===== config.mk =====
export PLATFORM = sky130hd
export DESIGN_NAME = mem_stage_access_flat
export DESIGN_NICKNAME = d
export VERILOG_FILES = /design/src/rtl/mem_stage_access_if.sv /design/src/rtl/mem_stage_access.sv /design/src/flat_wrapper.sv
export SDC_FILE = /design/constraint.sdc
export NUM_CORES = 1
export LEC_CHECK = 0
export ABC_AREA = 1
export CAP_MARGIN = 20
export CORE_MARGIN = 4
export CORE_UTILIZATION = 45
export DETAILED_ROUTE_END_ITERATION = 10
export DONT_BUFFER_PORTS = 1
export SETUP_SLACK_MARGIN = 0.15
export SLEW_MARGIN = 10
export SYNTH_ARGS = -nofsm -noshare
export SYNTH_HDL_FRONTEND = slang
export SYNTH_SLANG_ARGS = --single-unit

===== constraint.sdc =====
create_clock -name clk -period 1.1 [get_ports clk]
set_input_delay 0.055 -clock clk [delete_from_list [all_inputs] [get_ports clk]]
set_output_delay 0.055 -clock clk [all_outputs]
set_load 0.03 [all_outputs]

===== src/rtl/mem_stage_access_if.sv =====
// ----------------------------------------------------------------------------
// mem_stage_access_if
// Data-memory request/acknowledge bus between the MEM-stage access unit and
// the data memory.
//   mem_req    master->slave  request, held until mem_ack
//   mem_we     master->slave  1 = write access
//   mem_addr   master->slave  word-aligned byte address
//   mem_wdata  master->slave  write data
//   mem_ack    slave->master  one-cycle completion strobe
//   mem_rdata  slave->master  read data, valid with mem_ack
// ----------------------------------------------------------------------------
interface mem_stage_access_if #(
    parameter int DATA_W = 32
);
    logic              mem_req;
    logic              mem_we;
    logic [DATA_W-1:0] mem_addr;
    logic [DATA_W-1:0] mem_wdata;
    logic              mem_ack;
    logic [DATA_W-1:0] mem_rdata;

    modport master (
        output mem_req, mem_we, mem_addr, mem_wdata,
        input  mem_ack, mem_rdata
    );

    modport slave (
        input  mem_req, mem_we, mem_addr, mem_wdata,
        output mem_ack, mem_rdata
    );
endinterface


===== src/rtl/mem_stage_access.sv =====
// ----------------------------------------------------------------------------
// mem_stage_access
// MEM-stage access unit. Consumes the EX/MEM register outputs, performs
// word-only loads/stores over a req/ack bus and produces registered MEM/WB
// outputs. stall freezes upstream stages while an access is outstanding.
//
// Ports:
//   clk, rst (async, active-low)
//   PC, WB_En, MEM_R_En, MEM_W_En, dest, readdata, ALU_result : EX/MEM inputs
//   bus (mem_stage_access_if.master) : mem_req/mem_we/mem_addr/mem_wdata out,
//                                      mem_ack/mem_rdata in
//   stall          : combinational freeze request
//   PC_out, WB_En_out, MEM_R_En_out, dest_out, ALU_result_out, mem_data_out :
//                    registered MEM/WB copies
//   misalign       : one-cycle pulse, access with ALU_result[1:0] != 0
//   mem_err        : one-cycle pulse, access timed out
//
// Build option: define MEM_TIMEOUT_EN to abandon an access after TIMEOUT
// BUSY cycles without mem_ack. Without it BUSY waits forever and mem_err is 0.
// ----------------------------------------------------------------------------
module mem_stage_access #(
    parameter int DATA_W  = 32,
    parameter int TIMEOUT = 16
) (
    input  logic              clk,
    input  logic              rst,
    input  logic [DATA_W-1:0] PC,
    input  logic              WB_En,
    input  logic              MEM_R_En,
    input  logic              MEM_W_En,
    input  logic [4:0]        dest,
    input  logic [DATA_W-1:0] readdata,
    input  logic [DATA_W-1:0] ALU_result,
    mem_stage_access_if.master bus,
    output logic              stall,
    output logic [DATA_W-1:0] PC_out,
    output logic              WB_En_out,
    output logic              MEM_R_En_out,
    output logic [4:0]        dest_out,
    output logic [DATA_W-1:0] ALU_result_out,
    output logic [DATA_W-1:0] mem_data_out,
    output logic              misalign,
    output logic              mem_err
);
    typedef enum logic [0:0] {IDLE = 1'b0, BUSY = 1'b1} state_t;

    state_t            state_r, state_s;
    logic              access_s, aligned_s, issue_s, done_s, timeout_s;
    logic              mem_req_r, mem_we_r;
    logic [DATA_W-1:0] mem_addr_r, mem_wdata_r;
    // Instruction held for the duration of an access
    logic [DATA_W-1:0] h_pc_r, h_alu_r;
    logic              h_wb_r, h_rd_r;
    logic [4:0]        h_dest_r;

    assign access_s  = MEM_R_En | MEM_W_En;
    assign aligned_s = (ALU_result[1:0] == 2'b00);

`ifdef MEM_TIMEOUT_EN
    localparam int CNT_W = $clog2(TIMEOUT + 1);
    logic [CNT_W-1:0] cnt_r;

    // Saturating count of BUSY cycles, cleared whenever idle
    always_ff @(posedge clk or negedge rst) begin
        if (!rst) begin
            cnt_r <= {CNT_W{1'b0}};
        end else if (state_r == IDLE) begin
            cnt_r <= {CNT_W{1'b0}};
        end else if (cnt_r != CNT_W'(TIMEOUT)) begin
            cnt_r <= cnt_r + CNT_W'(1);
        end else begin
            cnt_r <= cnt_r;
        end
    end

    // The TIMEOUT-th BUSY cycle without ack abandons the access
    assign timeout_s = (state_r == BUSY) && !bus.mem_ack &&
                       (cnt_r == CNT_W'(TIMEOUT - 1));
`else
    assign timeout_s = 1'b0;
`endif

    // Next-state decode plus issue/complete strobes
    always_comb begin
        state_s = state_r;
        issue_s = 1'b0;
        done_s  = 1'b0;
        case (state_r)
            IDLE: begin
                if (access_s && aligned_s) begin
                    state_s = BUSY;
                    issue_s = 1'b1;
                end else begin
                    state_s = IDLE;
                end
            end
            BUSY: begin
                if (bus.mem_ack) begin
                    state_s = IDLE;
                    done_s  = 1'b1;
                end else if (timeout_s) begin
                    state_s = IDLE;
                end else begin
                    state_s = BUSY;
                end
            end
            default: begin
                state_s = IDLE;
            end
        endcase
    end

    // Gated by rst so stall reads 0 throughout reset, independent of inputs
    assign stall = rst & (issue_s | ((state_r == BUSY) & ~bus.mem_ack & ~timeout_s));

    // State register
    always_ff @(posedge clk or negedge rst) begin
        if (!rst) begin
            state_r <= IDLE;
        end else begin
            state_r <= state_s;
        end
    end

    // Bus request registers and held instruction, captured on issue
    always_ff @(posedge clk or negedge rst) begin
        if (!rst) begin
            mem_req_r   <= 1'b0;
            mem_we_r    <= 1'b0;
            mem_addr_r  <= {DATA_W{1'b0}};
            mem_wdata_r <= {DATA_W{1'b0}};
            h_pc_r      <= {DATA_W{1'b0}};
            h_alu_r     <= {DATA_W{1'b0}};
            h_wb_r      <= 1'b0;
            h_rd_r      <= 1'b0;
            h_dest_r    <= 5'd0;
        end else if (issue_s) begin
            mem_req_r   <= 1'b1;
            mem_we_r    <= MEM_W_En;   // store wins when both enables are set
            mem_addr_r  <= ALU_result;
            mem_wdata_r <= readdata;
            h_pc_r      <= PC;
            h_alu_r     <= ALU_result;
            h_wb_r      <= WB_En;
            h_rd_r      <= MEM_R_En;
            h_dest_r    <= dest;
        end else if (done_s || timeout_s) begin
            mem_req_r   <= 1'b0;
        end else begin
            mem_req_r   <= mem_req_r;
        end
    end

    assign bus.mem_req   = mem_req_r;
    assign bus.mem_we    = mem_we_r;
    assign bus.mem_addr  = mem_addr_r;
    assign bus.mem_wdata = mem_wdata_r;

    // MEM/WB outputs: pass-through, bubbles, completion and error pulses
    always_ff @(posedge clk or negedge rst) begin
        if (!rst) begin
            PC_out         <= {DATA_W{1'b0}};
            WB_En_out      <= 1'b0;
            MEM_R_En_out   <= 1'b0;
            dest_out       <= 5'd0;
            ALU_result_out <= {DATA_W{1'b0}};
            mem_data_out   <= {DATA_W{1'b0}};
            misalign       <= 1'b0;
            mem_err        <= 1'b0;
        end else begin
            misalign <= 1'b0;
            mem_err  <= timeout_s;
            case (state_r)
                IDLE: begin
                    PC_out         <= PC;
                    dest_out       <= dest;
                    ALU_result_out <= ALU_result;
                    // Any access suppresses writeback here: aligned ones
                    // bubble, misaligned ones are squashed
                    WB_En_out      <= access_s ? 1'b0 : WB_En;
                    MEM_R_En_out   <= (access_s && aligned_s) ? 1'b0 : MEM_R_En;
                    mem_data_out   <= {DATA_W{1'b0}};
                    misalign       <= access_s & ~aligned_s;
                end
                BUSY: begin
                    if (done_s) begin
                        PC_out         <= h_pc_r;
                        dest_out       <= h_dest_r;
                        ALU_result_out <= h_alu_r;
                        WB_En_out      <= h_wb_r;
                        MEM_R_En_out   <= h_rd_r;
                        mem_data_out   <= mem_we_r ? {DATA_W{1'b0}} : bus.mem_rdata;
                    end else begin
                        WB_En_out      <= 1'b0;
                        MEM_R_En_out   <= 1'b0;
                        mem_data_out   <= {DATA_W{1'b0}};
                    end
                end
                default: begin
                    WB_En_out      <= 1'b0;
                    MEM_R_En_out   <= 1'b0;
                    mem_data_out   <= {DATA_W{1'b0}};
                end
            endcase
        end
    end
endmodule


===== src/flat_wrapper.sv =====
// flat-port wrapper written by rule: the top's interface ports become plain ports
module mem_stage_access_flat 
#(
    parameter int DATA_W  = 32,
    parameter int TIMEOUT = 16
)
  (clk, rst, PC, WB_En, MEM_R_En, MEM_W_En, dest, readdata, ALU_result, stall, PC_out, WB_En_out, MEM_R_En_out, dest_out, ALU_result_out, mem_data_out, misalign, mem_err, bus_mem_req, bus_mem_we, bus_mem_addr, bus_mem_wdata, bus_mem_ack, bus_mem_rdata);
  mem_stage_access_if #(.DATA_W(DATA_W)) bus_i ();
  input  logic clk;
  input  logic rst;
  input  logic [DATA_W-1:0] PC;
  input  logic WB_En;
  input  logic MEM_R_En;
  input  logic MEM_W_En;
  input  logic [4:0] dest;
  input  logic [DATA_W-1:0] readdata;
  input  logic [DATA_W-1:0] ALU_result;
  output logic stall;
  output logic [DATA_W-1:0] PC_out;
  output logic WB_En_out;
  output logic MEM_R_En_out;
  output logic [4:0] dest_out;
  output logic [DATA_W-1:0] ALU_result_out;
  output logic [DATA_W-1:0] mem_data_out;
  output logic misalign;
  output logic mem_err;
  output wire logic [$bits(bus_i.mem_req)-1:0] bus_mem_req;
  output wire logic [$bits(bus_i.mem_we)-1:0] bus_mem_we;
  output wire logic [$bits(bus_i.mem_addr)-1:0] bus_mem_addr;
  output wire logic [$bits(bus_i.mem_wdata)-1:0] bus_mem_wdata;
  input wire logic [$bits(bus_i.mem_ack)-1:0] bus_mem_ack;
  input wire logic [$bits(bus_i.mem_rdata)-1:0] bus_mem_rdata;
  assign bus_mem_req = bus_i.mem_req;
  assign bus_mem_we = bus_i.mem_we;
  assign bus_mem_addr = bus_i.mem_addr;
  assign bus_mem_wdata = bus_i.mem_wdata;
  assign bus_i.mem_ack = bus_mem_ack;
  assign bus_i.mem_rdata = bus_mem_rdata;
  mem_stage_access #(.DATA_W(DATA_W), .TIMEOUT(TIMEOUT)) u_core (.clk(clk), .rst(rst), .PC(PC), .WB_En(WB_En), .MEM_R_En(MEM_R_En), .MEM_W_En(MEM_W_En), .dest(dest), .readdata(readdata), .ALU_result(ALU_result), .bus(bus_i), .stall(stall), .PC_out(PC_out), .WB_En_out(WB_En_out), .MEM_R_En_out(MEM_R_En_out), .dest_out(dest_out), .ALU_result_out(ALU_result_out), .mem_data_out(mem_data_out), .misalign(misalign), .mem_err(mem_err));
endmodule

==> run metrics <==
signed area change from the synthesized netlist to the final layout 78.8%; GRT Util Overall 29.9%; worst-case hold slack -0.756 ns; worst endpoint required time 1.04 ns; cell area after placement 9730 um^2; most frequent cells in the layout nand2_1, dfrtp_1, dlygate4sd3_1; clock edge transition at the registers on the reported setup and hold paths 0.07 ns; Placed Instances 1256; maximum clock skew at final layout 0.00709 ns; grt total ovfl 0; worst voltage drop across the vdd grid 1.41 mV; number of DRC markers after the initial detailed-route iteration 839; status finished with violations; Layout fillers 902; fraction of synthesized cell area taken by the top area cell type 61.6%; number of antenna violations at the first check in global routing 2; dominant synthesized flop cell dfrtp_1; sum of internal, switching and leakage power 26.6 mW; average cell area after synthesis 8.91 um^2; final core utilization 81.6%; Clock Tree Buf Depth 3; cell types occupying the most area after synthesis dfrtp_1, nand2_1, nand4_1; proportion of synthesized chip area in sequential cells 61.6%; top achievable clock speed 658 MHz; HPWL after DPL 14.9 mm; number of synthesized flops with an enable pin 0; Routed WL per cell 23.6 um; share of final-layout standard cells stronger than drive strength 1 40.1%; synth warn 0; largest area contributor in the synthesized netlist dfrtp_1; Crit. End Element output pin; average vias per placed instance 5.82; root buf cell clkbuf_16; combined area of the multi-input logic cells 3460 um^2; setup repair after global routing missed its margin true; Die H 146 um; final worst-path setup slack -0.421 ns; min-delay worst type input port to async pin; beginning of the worst register-to-register path u_core.state_r; Final Non-Filler Cells 1593; TritonCTS buffer count 22; Via Count 9279; Critical Setup Path Class flop to output pin; count of mapped cells out of synthesis 958; number of synthesized register bits 210; Total Die Area 21200 um^2; worst setup path startpoint u_core.state_r; number of global-route vias before repair 9058; sequential cell area in the final layout 5340 um^2; Post-synth ARST share 100%; Worst EP arrival 1.47 ns; synthesized net count 1097; Placement Setup Slack -0.131 ns; static leakage 7.36 nW; number of distinct standard cells referenced by the synthesized netlist 19; DR pass1 iterations 6; final weighted congestion in routability-driven placement 0.775; num ports 311; H-tree level count 1; final count of pins violating max slew 0; core area 18700 um^2; TNS Setup -56.25 ns; PwrDens 1740 nW/um^2; number of max-cap violations 0; Final Net Count 1481; Die X 146 um; number of hold buffers added after cts 136; final critical-path required period 1.52 ns; number of nets with antenna violations after detailed routing 0; failing checks negative hold slack, negative setup slack; number of clock sinks 210; count of input and output buffers 0; Final Instance Area 15300 um^2; worst-path fanout max 4; Starting Density 45.6%; detailed-route wire length 37.6 mm; floorplan row count 50; startpoint types flop; number of hold violations in the final report 211; CTS tree yes; cell area after synthesis 8530 um^2; Skew-Pair Late Insertion Delay 0.50 ns; share of the cycle needed by the critical path after routing 138%; global-route wire length before repair 51.0 mm; most common cell after layout, fill and taps aside nand2_1; Post-route DRC 0; largest net degree at the start of global routing 212; number of setup violations in the final report 271
==> cells in the mapped netlist, types with 2 or more instances <==
cell and number:
nand2_1 449, dfrtp_1 210, nand4_1 102, nand3_1 67
buf_2 42, nor2_1 32, clkbuf_1 21, buf_4 11
inv_1 8, a21oi_1 3, inv_2 3, o211ai_1 2
o21ai_0 2
==> layout make-up <==
type	instances	area share, %
repair buffers	433	35.0
inverters	11	0.385
clock buffers	32	4.12
repair inverters	2	0.303
flip-flops and latches	210	35.0
diodes	2	0.0328
well taps	234	1.92
multi-input cells	662	22.7
clock inverters	7	0.574
==> logic make-up after synthesis <==
logic type             after synthesis  synth area share (%)
other                                1                0.0439
AND/OR/NAND/NOR                    653                  32.9
flip-flops                         210                  61.6
buffers and inverters               86                  4.97
AO/OA/AOI/OAI                        8                 0.528
==> flip-flops by register name, indices dropped and copies added (netlist names), 5 cells and up <==
signal,cells
u_core.h_alu_r,32
u_core.h_pc_r,32
u_core.ALU_result_out,32
u_core.PC_out,32
u_core.mem_data_out,32
u_core.h_dest_r,5
u_core.dest_out,5
u_core.bus.mem_wdata,32
==> routing by layer <==
metal	track usage, %	share of wire (%)	up-vias
met1	38.0	36	4613
met2	51.1	50	643
met5	0	0	-
met4	9.69	3.9	0
li1	-	-	3898
met3	6.79	9.2	125
==> critical path, stage by stage, from the launching register on <==
cell and delay, ns:
dfrtp_1 0.41, clkinv_4 0.11, nor2_4 0.10, inv_2 0.06, a21oi_4 0.15, buf_12 0.14
==> power breakdown <==
group	internal (mW)	total [mW]	switching [mW]
Clock	4.44	7.63	3.19
Sequential	8.97	10.6	1.64
Combinational	4.15	8.34	4.19
Total	17.6	26.6	9.02
==> final timing paths <==
kind	cells past startpoint	end	slack, ns
worst max-delay path	5	stall	-0.42
worst min-delay path	0	u_core.mem_data_out[19]	-0.76
worst max register to register	8	u_core.PC_out[26]	-0.40
worst min register to register	2	u_core.h_pc_r[19]	0.47
max in group asynchronous	0	u_core.bus.mem_wdata[3]	1.54
min in group clk	4	u_core.bus.mem_req	-0.05
==> what timing repair did <==
| action | 4_1_cts | 5_1_grt |
|---|---|---|
| pin swaps | 56 | 36 |
| cloned | 39 | 6 |
| endpoints found under the setup margin | 380 | 381 |
| buffers inserted | 68 | 47 |
| resized for setup | 272 | 160 |
| endpoints found under the hold margin | 418 | 211 |
Power figures use the tool's default switching activity.
